## src/rtl/scan_sequencer3.sv

```systemverilog
// scan_sequencer3 -- channel scan sequencer driving a 3-to-8 decoder.
// Steps through the enabled channels of a live mask, holding each for
// (dwell + 1) cycles, in continuous or single-pass mode.
// Optional feature macro: SCAN_BLANK_EN inserts one blanking cycle
// (sel_en=0, sel already updated) at every channel advance.
module scan_sequencer3 #(
  parameter int DWELL_W = 8
) (
  input  logic               clk,
  input  logic               rst,
  input  logic               start,
  input  logic               stop,
  input  logic               oneshot,
  input  logic [DWELL_W-1:0] dwell,
  input  logic [7:0]         mask,
  output logic [2:0]         sel,
  output logic               sel_en,
  output logic               busy,
  output logic               wrap,
  output logic               done
);

  typedef enum logic [1:0] {
    IDLE  = 2'd0,
`ifdef SCAN_BLANK_EN
    BLANK = 2'd2,
`endif
    SCAN  = 2'd1
  } state_t;

  state_t             state_q;
  logic [2:0]         sel_q;
  logic               sel_en_q;
  logic               busy_q;
  logic               wrap_q;
  logic               done_q;
  logic [DWELL_W-1:0] dwell_q;
  logic               oneshot_q;
  logic [DWELL_W-1:0] cnt_q;

  logic [2:0]         low_sel_d;
  logic [2:0]         adv_sel_d;
  logic               adv_wrap_d;
  logic               dwell_done_d;

  // Lowest set bit of the live mask: first channel of a new scan.
  always_comb begin
    low_sel_d = 3'd0;
    for (int i = 7; i >= 0; i--) begin
      if (mask[i]) low_sel_d = 3'(i);
    end
  end

  // Next set mask bit strictly after sel, searching cyclically; an offset
  // of 8 lands back on sel itself so a lone set bit reselects it.
  always_comb begin
    logic [2:0] idx;
    idx       = 3'd0;
    adv_sel_d = sel_q;
    for (int k = 8; k >= 1; k--) begin
      idx = sel_q + 3'(k);
      if (mask[idx]) adv_sel_d = idx;
    end
  end

  // A move to a lower or equal index means the pass has wrapped.
  always_comb begin
    adv_wrap_d   = (adv_sel_d <= sel_q);
    dwell_done_d = (cnt_q == dwell_q);
  end

  // Sequencer FSM with all outputs registered; pulses default low.
  always_ff @(posedge clk) begin
    if (rst) begin
      state_q   <= IDLE;
      sel_q     <= 3'd0;
      sel_en_q  <= 1'b0;
      busy_q    <= 1'b0;
      wrap_q    <= 1'b0;
      done_q    <= 1'b0;
      dwell_q   <= '0;
      oneshot_q <= 1'b0;
      cnt_q     <= '0;
    end else begin
      wrap_q <= 1'b0;
      done_q <= 1'b0;
      case (state_q)
        IDLE: begin
          if (start && !stop && (mask != 8'h00)) begin
            state_q   <= SCAN;
            sel_q     <= low_sel_d;
            sel_en_q  <= 1'b1;
            busy_q    <= 1'b1;
            cnt_q     <= '0;
            dwell_q   <= dwell;
            oneshot_q <= oneshot;
          end
        end
        SCAN: begin
          if (stop) begin
            state_q  <= IDLE;
            sel_en_q <= 1'b0;
            busy_q   <= 1'b0;
          end else if (dwell_done_d) begin
            if (mask == 8'h00) begin
              // Nothing left to scan: drop out quietly.
              state_q  <= IDLE;
              sel_en_q <= 1'b0;
              busy_q   <= 1'b0;
            end else if (oneshot_q && adv_wrap_d) begin
              // Single pass complete: sel keeps the last channel.
              state_q  <= IDLE;
              sel_en_q <= 1'b0;
              busy_q   <= 1'b0;
              wrap_q   <= 1'b1;
              done_q   <= 1'b1;
            end else begin
              sel_q  <= adv_sel_d;
              wrap_q <= adv_wrap_d;
              cnt_q  <= '0;
`ifdef SCAN_BLANK_EN
              state_q  <= BLANK;
              sel_en_q <= 1'b0;
`endif
            end
          end else begin
            cnt_q <= cnt_q + DWELL_W'(1);
          end
        end
`ifdef SCAN_BLANK_EN
        BLANK: begin
          if (stop) begin
            state_q  <= IDLE;
            sel_en_q <= 1'b0;
            busy_q   <= 1'b0;
          end else begin
            state_q  <= SCAN;
            sel_en_q <= 1'b1;
          end
        end
`endif
        default: begin
          state_q  <= IDLE;
          sel_en_q <= 1'b0;
          busy_q   <= 1'b0;
        end
      endcase
    end
  end

  assign sel    = sel_q;
  assign sel_en = sel_en_q;
  assign busy   = busy_q;
  assign wrap   = wrap_q;
  assign done   = done_q;

endmodule

```

## config.mk

```make
export PLATFORM = sky130hd
export DESIGN_NAME = scan_sequencer3
export DESIGN_NICKNAME = d
export VERILOG_FILES = /design/src/rtl/scan_sequencer3.sv
export SDC_FILE = /design/constraint.sdc
export NUM_CORES = 1
export LEC_CHECK = 0
export ABC_AREA = 1
export CORE_MARGIN = 5
export CORE_UTILIZATION = 50
export CTS_CLUSTER_SIZE = 10
export DETAILED_ROUTE_END_ITERATION = 16
export GPL_ROUTABILITY_DRIVEN = 0
export PLACE_DENSITY = 0.79
export SLEW_MARGIN = 20
export SYNTH_ARGS = -nofsm -noshare
export SYNTH_HDL_FRONTEND = slang
export SYNTH_SLANG_ARGS = --single-unit
export TNS_END_PERCENT = 20
```

## constraint.sdc

```tcl
create_clock -name clk -period 9.7 [get_ports clk]
set_input_delay 1.94 -clock clk [delete_from_list [all_inputs] [get_ports clk]]
set_output_delay 1.94 -clock clk [all_outputs]
set_load 0.01 [all_outputs]
```

==> impl_metrics.ini, run 1 <==
[synthesis]
yosysMostFrequentCell = nand2_1
synth_edf_count = 0
synth-main-ff-cell = dfxtp_1
avgSynthCellArea_sq_um = 6.35
synth_area_sq_mm = 0.00192
async_reset_ff_share_pct = 0
synth_seq_area_share_pct = 24.0
synthTopCellsByCount = nand2_1, nand3_1, inv_1, dfxtp_1, a21oi_1
synth_nets = 329
synth_cells = 302
synth-seq-cells = 23
ys_types = 36
synth.top_cells.by_area = dfxtp_1, nand2_1, nand3_1
yosysWarningCount = 0
synth_top_area_cell = dfxtp_1
synth.top_cell.area_share_pct = 24.0

[worst_setup_path]
slowest_stage = clkdlybuf4s50_1
crit_cells = 24
cp_slowest_stage_delay_ns = 0.55
arrival_ns = 4.89
cp_max_fo = 12
regToRegEndpoint = cnt_q[5]$_SDFFE_PP0P_
rr_worst_depth = 25
path_cells = clkdlybuf4s50_1, nand2_1, and2_1, o21ai_2, nor2_2, inv_1, a21oi_2, nand2_1, nand3_1, nand2_1, a21boi_0, ha_1, nand2_1, o21ai_0, nand2_1, nand2_1, nand3_1, nand2_4, inv_2, nand2_4, inv_2, o21ai_1, nand2_1, a21oi_1
crit_start = mask[5]
worstReg2RegStart = sel[0]$_SDFFE_PP0P_
path_class = in2reg
crit_required_ns = 9.91
worstSetupEndpointType = flip-flop
cp-start-kind = input pin
crit_top_cell = nand2_1
r2r_setup_slack_ns = 5.82
worst-path-buf-inv = 4
critPathTopFamily = simple AND/OR/NAND/NOR gates

[timing]
hold_violations = 0
tns_ns = 0
drv_slew = 0
hold_ws_ns = 0.471
fin_skew_ns = 0.00573
timing.final.crit_share_pct = 48.2
rsz0062_at_grt = false
fmax_mhz = 214
period_minus_slack_ns = 4.68
worstMarginPinSlew_ns = 0.534
slew_headroom_pct = 64.4
fin_ws_ns = 5.02
finalSetupViolCount = 0

[finish]
n_antenna_cell = 0
fin_nets = 352
stdcell_count = 372
n_fill_cell = 341
regArea_sq_um = 460
drive_gt1_share_pct = 15.4
areaGrowthSynthToFinish_pct = 15.2
multi_input_comb_area_sq_mm = 0.00120

[clocking]
htreeDepth = 1
clock_latency_ns = 0.27
cts_resized = 0
root_buffer = clkbuf_8
cts_sinks = 23
cts_buffers = 3
cts_setup_buffers = 0
max-clock-path-buffers = 2
tritoncts = built
hold_buffers = 0
clkTransAtPathRegs_ns = 0.09

[floorplanning]
ios = 28
num_rows = 22
core_sq_mm = 0.00369
dieArea_sq_mm = 0.00517
fp.dieH_microns = 71.9
die_w_microns = 71.9
floorplan.initialDensity_pct = 52.0

[power]
ir_worst_vdd_mv = 0.115
power_density_mw_per_mm2 = 161
p_leak_nw = 0.989

[grt]
track_usage_pct = 17.6
use_met2_pct = 29.1
grt_pass1_vias = 1744
grt_pass1_wl_mm = 7.53
grt_overflow = 0
use_met3_pct = 2.35
use_met1_pct = 24.5
globalRoute.busiestLayer = met2
antenna_found_initial = 0
grt_max_degree = 19

[place]
hpwl_mm = 3.53
dp.cells = 368
preCtsSetupSlack_ns = 4.74
portBuffers = 27

[hold_path]
whs_endpoint = done$_SDFF_PP0_
whs_path_depth = 2
min_from = oneshot_q$_SDFFE_PP0P_
hold_path_class = reg2reg

[routing]
drc = 0
drt-total-wl_mm = 4.45
vias = 1967
first_pass_iters = 4
wl_per_cell_microns = 12.0
avgViaCountPerCell = 5.29
drtIter0Drc = 115
drtAntennaViolNets = 0

[run_status]
outcome = completed

[run]
drv_cap = 0
[power by group]
part	switching (W)	total, W	internal [W]
registers	0.0000104	0.000111	0.000100
logic	0.000112	0.000183	0.0000710
clock network	0.0000340	0.0000628	0.0000288
total	0.000157	0.000357	0.000200
[placed cells by master (no fill, tap or decap), drive strengths merged]
master / netlist / final
xor2: 2 / 2
dfxtp: 23 / 23
nor2: 23 / 23
o21ai: 19 / 19
inv: 44 / 44
nand4: 5 / 5
nand2: 88 / 88
clkdlybuf4s50: 0 / 27
nor3b: 2 / 2
a21boi: 1 / 1
a31oi: 2 / 2
o31ai: 1 / 1
or2: 2 / 2
nand3: 44 / 44
nor3: 3 / 3
ha: 6 / 6
xnor2: 1 / 1
clkbuf: 1 / 3
o311ai: 1 / 1
and2: 2 / 2
a21oi: 24 / 24
clkinv: 0 / 1
[flip-flops by register name, summed over array words and instances (netlist names)]
register and cells:
busy 1, cnt_q 8, done 1, dwell_q 8
oneshot_q 1, sel 3, wrap 1
[worst max-delay path by stage]
stage          slack, ns                     to
3_5_place_dp        4.74  cnt_q[5]$_SDFFE_PP0P_
6_report            5.02  cnt_q[5]$_SDFFE_PP0P_
4_1_cts             5.03  cnt_q[5]$_SDFFE_PP0P_
2_1_floorplan       5.69  cnt_q[6]$_SDFFE_PP0P_
3_3_place_gp        4.84  cnt_q[4]$_SDFFE_PP0P_
5_1_grt             4.59  cnt_q[5]$_SDFFE_PP0P_
[layer usage]
layer / vias up / share of wire, % / wire length [microns]
met1: 876 / 46 / 2030
met2: 67 / 45 / 2020
met5: - / 0 / 0
met3: 7 / 7.7 / 344
met4: 0 / 1.0 / 46
li1: 1017 / - / -
[layout make-up]
cell class | instances | area share (%)
Clock buffer | 3 | 1.87
Clock inverter | 1 | 0.227
Inverter | 44 | 7.70
Multi-Input combinational cell | 226 | 54.4
Sequential cell | 23 | 20.8
Tap cell | 48 | 2.72
Timing Repair Buffer | 27 | 12.2
[kinds of logic (layout without fill, tap and decap cells)]
kind of cell	count (synthesis)	in the layout	share of synthesized area, %
flops	23	23	24.0
buf+inv	53	75	13.3
compound gates	48	48	14.1
simple gates	169	169	43.3
fa+ha+maj	6	6	3.91
xor+xnor	3	3	1.37
[metrics by stage]
stage,cell area (sq um),util [%],power [W]
floorplan,1920,-,0.000258
detailed placement,2160,58.6,0.000296
global placement,2160,58.6,0.000291
global route,2210,59.9,0.000388
CTS,2210,59.9,0.000356
finish,2210,59.9,0.000357
[worst min-delay path, stage by stage, from the launching register on]
cell     delay, ns
dfxtp_1       0.32
inv_1         0.07
nor2_1        0.04
Note: power is estimated with default switching activity, not from simulation.
==> run 2: changes to the inputs <==
==> constraint.sdc (replaced) <==
create_clock -name clk -period 4.4 [get_ports clk]
set_input_delay 0.88 -clock clk [delete_from_list [all_inputs] [get_ports clk]]
set_output_delay 0.88 -clock clk [all_outputs]
set_load 0.01 [all_outputs]
==> impl_metrics.ini, run 2 (synthesized netlist as in run 1, its figures left out) <==
[routing]
avgViaCountPerCell = 5.20
wl_met3_microns = 280
wl_per_cell_microns = 11.9
drc = 0
drtAntennaViolNets = 0
first_pass_iters = 4
wl_met1_mm = 2.09
drtIter0Drc = 145
vias = 1944
wl_met2_mm = 2.05
drt-total-wl_mm = 4.47
highest_layer = met4

[floorplanning]
die_w_microns = 71.9
ios = 28
floorplan.initialDensity_pct = 52.0
num_rows = 22
dieArea_sq_mm = 0.00517
fp.dieH_microns = 71.9
core_sq_mm = 0.00369

[grt]
track_usage_pct = 18.3
grt_pass1_wl_mm = 7.78
grt_max_degree = 19
grt_pass1_vias = 1801
antenna_found_initial = 0
grt_overflow = 0

[clocking]
hold_buffers = 0
max-clock-path-buffers = 2
cts_sinks = 23
clock_latency_ns = 0.27
cts_resized = 0
cts_buffers = 3
clkTransAtPathRegs_ns = 0.08
tritoncts = built
htreeDepth = 1
root_buffer = clkbuf_8
cts_setup_buffers = 0

[worst_setup_path]
arrival_ns = 3.80
path_class = in2reg
worstSetupEndpointType = flip-flop
path_cells = clkdlybuf4s50_1, nand2_1, and2_1, o21ai_2, nor2_2, inv_1, a21oi_2, nand2_1, nand3_1, nand2_1, a21boi_0, ha_1, nand2_1, o21ai_0, nand2_1, nand2_1, nand3_1, nand2_4, inv_2, nand2_4, inv_2, o21ai_1, nand2_1, a21oi_1
crit_required_ns = 4.61
critPathTopFamily = simple AND/OR/NAND/NOR gates
cp_max_fo = 12
worst-path-buf-inv = 4
slowest_stage = clkdlybuf4s50_1
cp-start-kind = input pin
crit_top_cell = nand2_1
cp_slowest_stage_delay_ns = 0.56

[place]
place_area_sq_mm = 0.00218
hpwl_mm = 3.61
portBuffers = 27

[finish]
final_common_cell = nand2_1
layout_common_cells = nand2_1, nand3_1, inv_1
fin_nets = 354
n_antenna_cell = 0
final_area_sq_mm = 0.00222
drive_gt1_share_pct = 16.0
areaGrowthSynthToFinish_pct = 16.0

[power]
power_density_mw_per_mm2 = 354
ir_worst_vdd_mv = 0.212
p_total_w = 0.000788
p_leak_nw = 0.999

[timing]
period_minus_slack_ns = 3.60
drv_slew = 0
fmax_mhz = 278
slew_headroom_pct = 71.2
rsz0062_at_grt = false
hold_violations = 0
tns_ns = 0
fin_skew_ns = 0.00527
worstMarginPinSlew_ns = 0.432
timing.final.crit_share_pct = 81.7
finalSetupViolCount = 0

[hold_path]
hold_path_class = reg2reg

[run]
drv_cap = 0

[run_status]
outcome = completed
run 2: power breakdown:
part           leakage [nW]  switching, W  total (W)  internal, W
combinational         0.786      0.000261   0.000420     0.000159
sequential            0.188     0.0000137   0.000235     0.000221
clock                0.0255     0.0000697   0.000133    0.0000633
total                 0.999      0.000345   0.000788     0.000444
run 2: layer usage:
| metal | up-vias | GRT usage (%) |
|---|---|---|
| met2 | 58 | 29.9 |
| met4 | 0 | 5.64 |
| met3 | 6 | 3.05 |
| met1 | 858 | 24.5 |
| li1 | 1022 | - |
| met5 | - | 0 |
run 2: worst reg2reg max path, stage by stage (launching register included):
cell and delay [ns]:
dfxtp_1 0.32, buf_4 0.18, inv_4 0.09, ha_1 0.39, inv_1 0.21, nand3_1 0.14
nand3_1 0.15, nand2_2 0.09, a21oi_1 0.12, nand2_1 0.06, nand2_1 0.06, nand3_1 0.06
nand2_1 0.07, a21boi_0 0.11, ha_1 0.31, nand2_1 0.05, o21ai_0 0.15, nand2_1 0.10
nand2_1 0.07, nand3_1 0.10, nand2_4 0.12, inv_2 0.04, nand2_4 0.12, inv_2 0.08
o21ai_1 0.11, nand2_1 0.07, a21oi_1 0.10
run 2: layout make-up:
class	instances	area [sq um]
clock inverter	1	5.00
multi-input combinational	226	1200
timing repair buffer	29	285
inverter	44	170
fill	370	1460
sequential	23	460
clock buffer	3	41.3
tap	48	60.1
run 2: final timing paths:
path / startpoint / end / slack (ns) / cells after the start
setup reg to reg: sel[1]$_SDFFE_PP0P_ / cnt_q[5]$_SDFFE_PP0P_ / 0.86 / 26
hold reg to reg: oneshot_q$_SDFFE_PP0P_ / done$_SDFF_PP0_ / 0.47 / 2
hold / removal: oneshot_q$_SDFFE_PP0P_ / done$_SDFF_PP0_ / 0.47 / 2
setup / recovery: mask[5] / cnt_q[5]$_SDFFE_PP0P_ / 0.80 / 24
run 2: through the flow:
stage	worst slack, ns	util, %	std cells	hold WS [ns]
2_1_floorplan	1.12	-	302	0.430
3_3_place_gp	0.634	59.1	370	0.455
3_5_place_dp	0.552	59.1	370	0.458
4_1_cts	0.831	60.3	374	0.471
5_1_grt	0.423	60.3	374	0.502
6_report	0.803	60.3	374	0.466
==> run 3: changes to the inputs <==
--- a/config.mk
+++ b/config.mk
@@ -7,11 +7,11 @@
 export LEC_CHECK = 0
 export ABC_AREA = 1
 export CORE_MARGIN = 5
-export CORE_UTILIZATION = 50
+export CORE_UTILIZATION = 49
 export CTS_CLUSTER_SIZE = 10
 export DETAILED_ROUTE_END_ITERATION = 16
 export GPL_ROUTABILITY_DRIVEN = 0
-export PLACE_DENSITY = 0.79
+export PLACE_DENSITY = 0.81
 export SLEW_MARGIN = 20
 export SYNTH_ARGS = -nofsm -noshare
 export SYNTH_HDL_FRONTEND = slang
==> constraint.sdc (replaced) <==
create_clock -name clk -period 3.05 [get_ports clk]
set_input_delay 0.61 -clock clk [delete_from_list [all_inputs] [get_ports clk]]
set_output_delay 0.61 -clock clk [all_outputs]
set_load 0.01 [all_outputs]
==> impl_metrics.ini, run 3 (synthesized netlist as in run 1, its figures left out) <==
[worst_setup_path]
cp_max_fo = 6
regToRegEndpoint = cnt_q[2]$_SDFFE_PP0P_
crit_required_ns = 3.22
arrival_ns = 3.22
crit_start = sel[1]$_SDFFE_PP0P_
worstSetupEndpointType = flip-flop
worstReg2RegStart = sel[1]$_SDFFE_PP0P_
cp-start-kind = flip-flop
rr_worst_depth = 25
path_class = reg2reg
r2r_setup_slack_ns = 0.003

[routing]
drtIter0Drc = 220
first_pass_iters = 6
wl_per_cell_microns = 13.0
drc = 0
drtAntennaViolNets = 0
drt-total-wl_mm = 5.17
avgViaCountPerCell = 5.24
vias = 2090

[finish]
drive_gt1_share_pct = 29.6
final_common_cell = nand2_1
layout_common_cells = nand2_1, inv_1, nand3_1
areaGrowthSynthToFinish_pct = 34.0
fin_nets = 379
stdcell_count = 399
final_area_sq_mm = 0.00257
n_antenna_cell = 0

[place]
dp.cells = 390
preCtsSetupSlack_ns = -0.538
hpwl_mm = 3.74
place_area_sq_mm = 0.00234
portBuffers = 27

[clocking]
htreeDepth = 1
max-clock-path-buffers = 2
root_buffer = clkbuf_8
tritoncts = built
cts_buffers = 3
hold_buffers = 0
cts_sinks = 23
clkTransAtPathRegs_ns = 0.08
clock_latency_ns = 0.27

[floorplanning]
dieArea_sq_mm = 0.00527
ios = 28
die_w_microns = 72.6
floorplan.initialDensity_pct = 51.6
fp.dieH_microns = 72.6
num_rows = 22
core_sq_mm = 0.00372

[power]
power_density_mw_per_mm2 = 534
p_total_w = 0.00137
p_leak_nw = 1.16
ir_worst_vdd_mv = 0.347

[hold_path]
whs_endpoint = done$_SDFF_PP0_
whs_path_depth = 2
hold_path_class = reg2reg
min_from = oneshot_q$_SDFFE_PP0P_

[grt]
grt_max_degree = 18
use_met1_pct = 24.5
grt_pass1_wl_mm = 7.71
use_met3_pct = 2.35
use_met2_pct = 29.2
grt_pass1_vias = 1782
grt_overflow = 0
antenna_found_initial = 0
globalRoute.busiestLayer = met2
track_usage_pct = 17.7

[timing]
fmax_mhz = 328
worstMarginPinSlew_ns = 0.456
finalSetupViolCount = 0
fin_ws_ns = 0.00277
fin_skew_ns = 0.00323
timing.final.crit_share_pct = 99.9
tns_ns = 0
rsz0062_at_grt = true
drv_slew = 0
period_minus_slack_ns = 3.05
hold_violations = 0
slew_headroom_pct = 69.6

[run_status]
outcome = completed

[run]
drv_cap = 0
-- run 3: changes by cell type in the layout (fill, tap and decap cells not counted), moves of 4 or more --
cell	change
nand3_2	+6
clkdlybuf4s50_1	-8
a21oi_1	-4
nand2_2	+4
dlygate4sd2_1	+7
nand2_1	-4
a21oi_2	+4
buf_4	+23
nand3_1	-9
-- run 3: cell type report --
class,count,area (sq um)
clock inverters,1,5.00
fillers,303,1150
flip-flops and latches,23,469
inverters,44,183
well taps,48,60.1
multi-input cells,227,1350
repair buffers,53,460
clock buffers,3,41.3
-- run 3: per-stage QoR --
step                      utilization [%]  hold slack (ns)
after floorplan                         -            0.430
after global placement               63.0            0.456
after detailed placement             63.0            0.456
after CTS                            64.6            0.469
after global routing                 69.2            0.496
final                                69.2            0.468
-- run 3: worst max-delay path by stage --
stage / endpoint / slack (ns) / cells past startpoint
after floorplan: cnt_q[6]$_SDFFE_PP0P_ / 0.03 / 26
after detailed placement: cnt_q[4]$_SDFFE_PP0P_ / -0.54 / 24
after global placement: cnt_q[4]$_SDFFE_PP0P_ / -0.44 / 24
final: cnt_q[2]$_SDFFE_PP0P_ / 0.003 / 25
after global routing: cnt_q[7]$_SDFFE_PP0P_ / -0.18 / 24
after CTS: cnt_q[5]$_SDFFE_PP0P_ / 0.03 / 24
-- run 3: critical path, cell delays in order, from the launching register on --
cell,delay [ns]
dfxtp_4,0.38
inv_4,0.04
ha_4,0.27
inv_6,0.09
nand3_1,0.13
nand3_2,0.12
nand2_2,0.08
a21oi_2,0.11
nand2_1,0.06
nand2_1,0.06
nand3_1,0.06
nand2_1,0.09
a21boi_1,0.08
ha_1,0.32
nand2_2,0.05
o21ai_1,0.13
nand2_1,0.10
nand2_1,0.10
nand3_2,0.10
nand2_4,0.13
inv_4,0.06
nand2_8,0.08
buf_4,0.12
nand3_1,0.07
nand2_1,0.08
nor2_1,0.04
-- run 3: repair_timing --
action                     4_1_cts  5_1_grt
setup endpoints to repair       12       12
pin swaps                        4       14
gates resized for setup         11       37
gates cloned                     0        1
setup buffers                    2        2
-- run 3: report_power, final --
part / total, W / internal [W] / switching [W] / leakage [nW]
Combinational: 0.000836 / 0.000371 / 0.000466 / 0.947
Clock: 0.000195 / 0.0000915 / 0.000103 / 0.0255
Sequential: 0.000343 / 0.000321 / 0.0000219 / 0.190
-- run 3: routing by layer --
layer | routed length, microns | part of all wire, % | up-vias
li1 | - | - | 1077
met1 | 2340 | 45 | 951
met2 | 2490 | 48 | 57
met3 | 299 | 5.8 | 5
met4 | 44 | 0.85 | 0
met5 | 0 | 0 | -
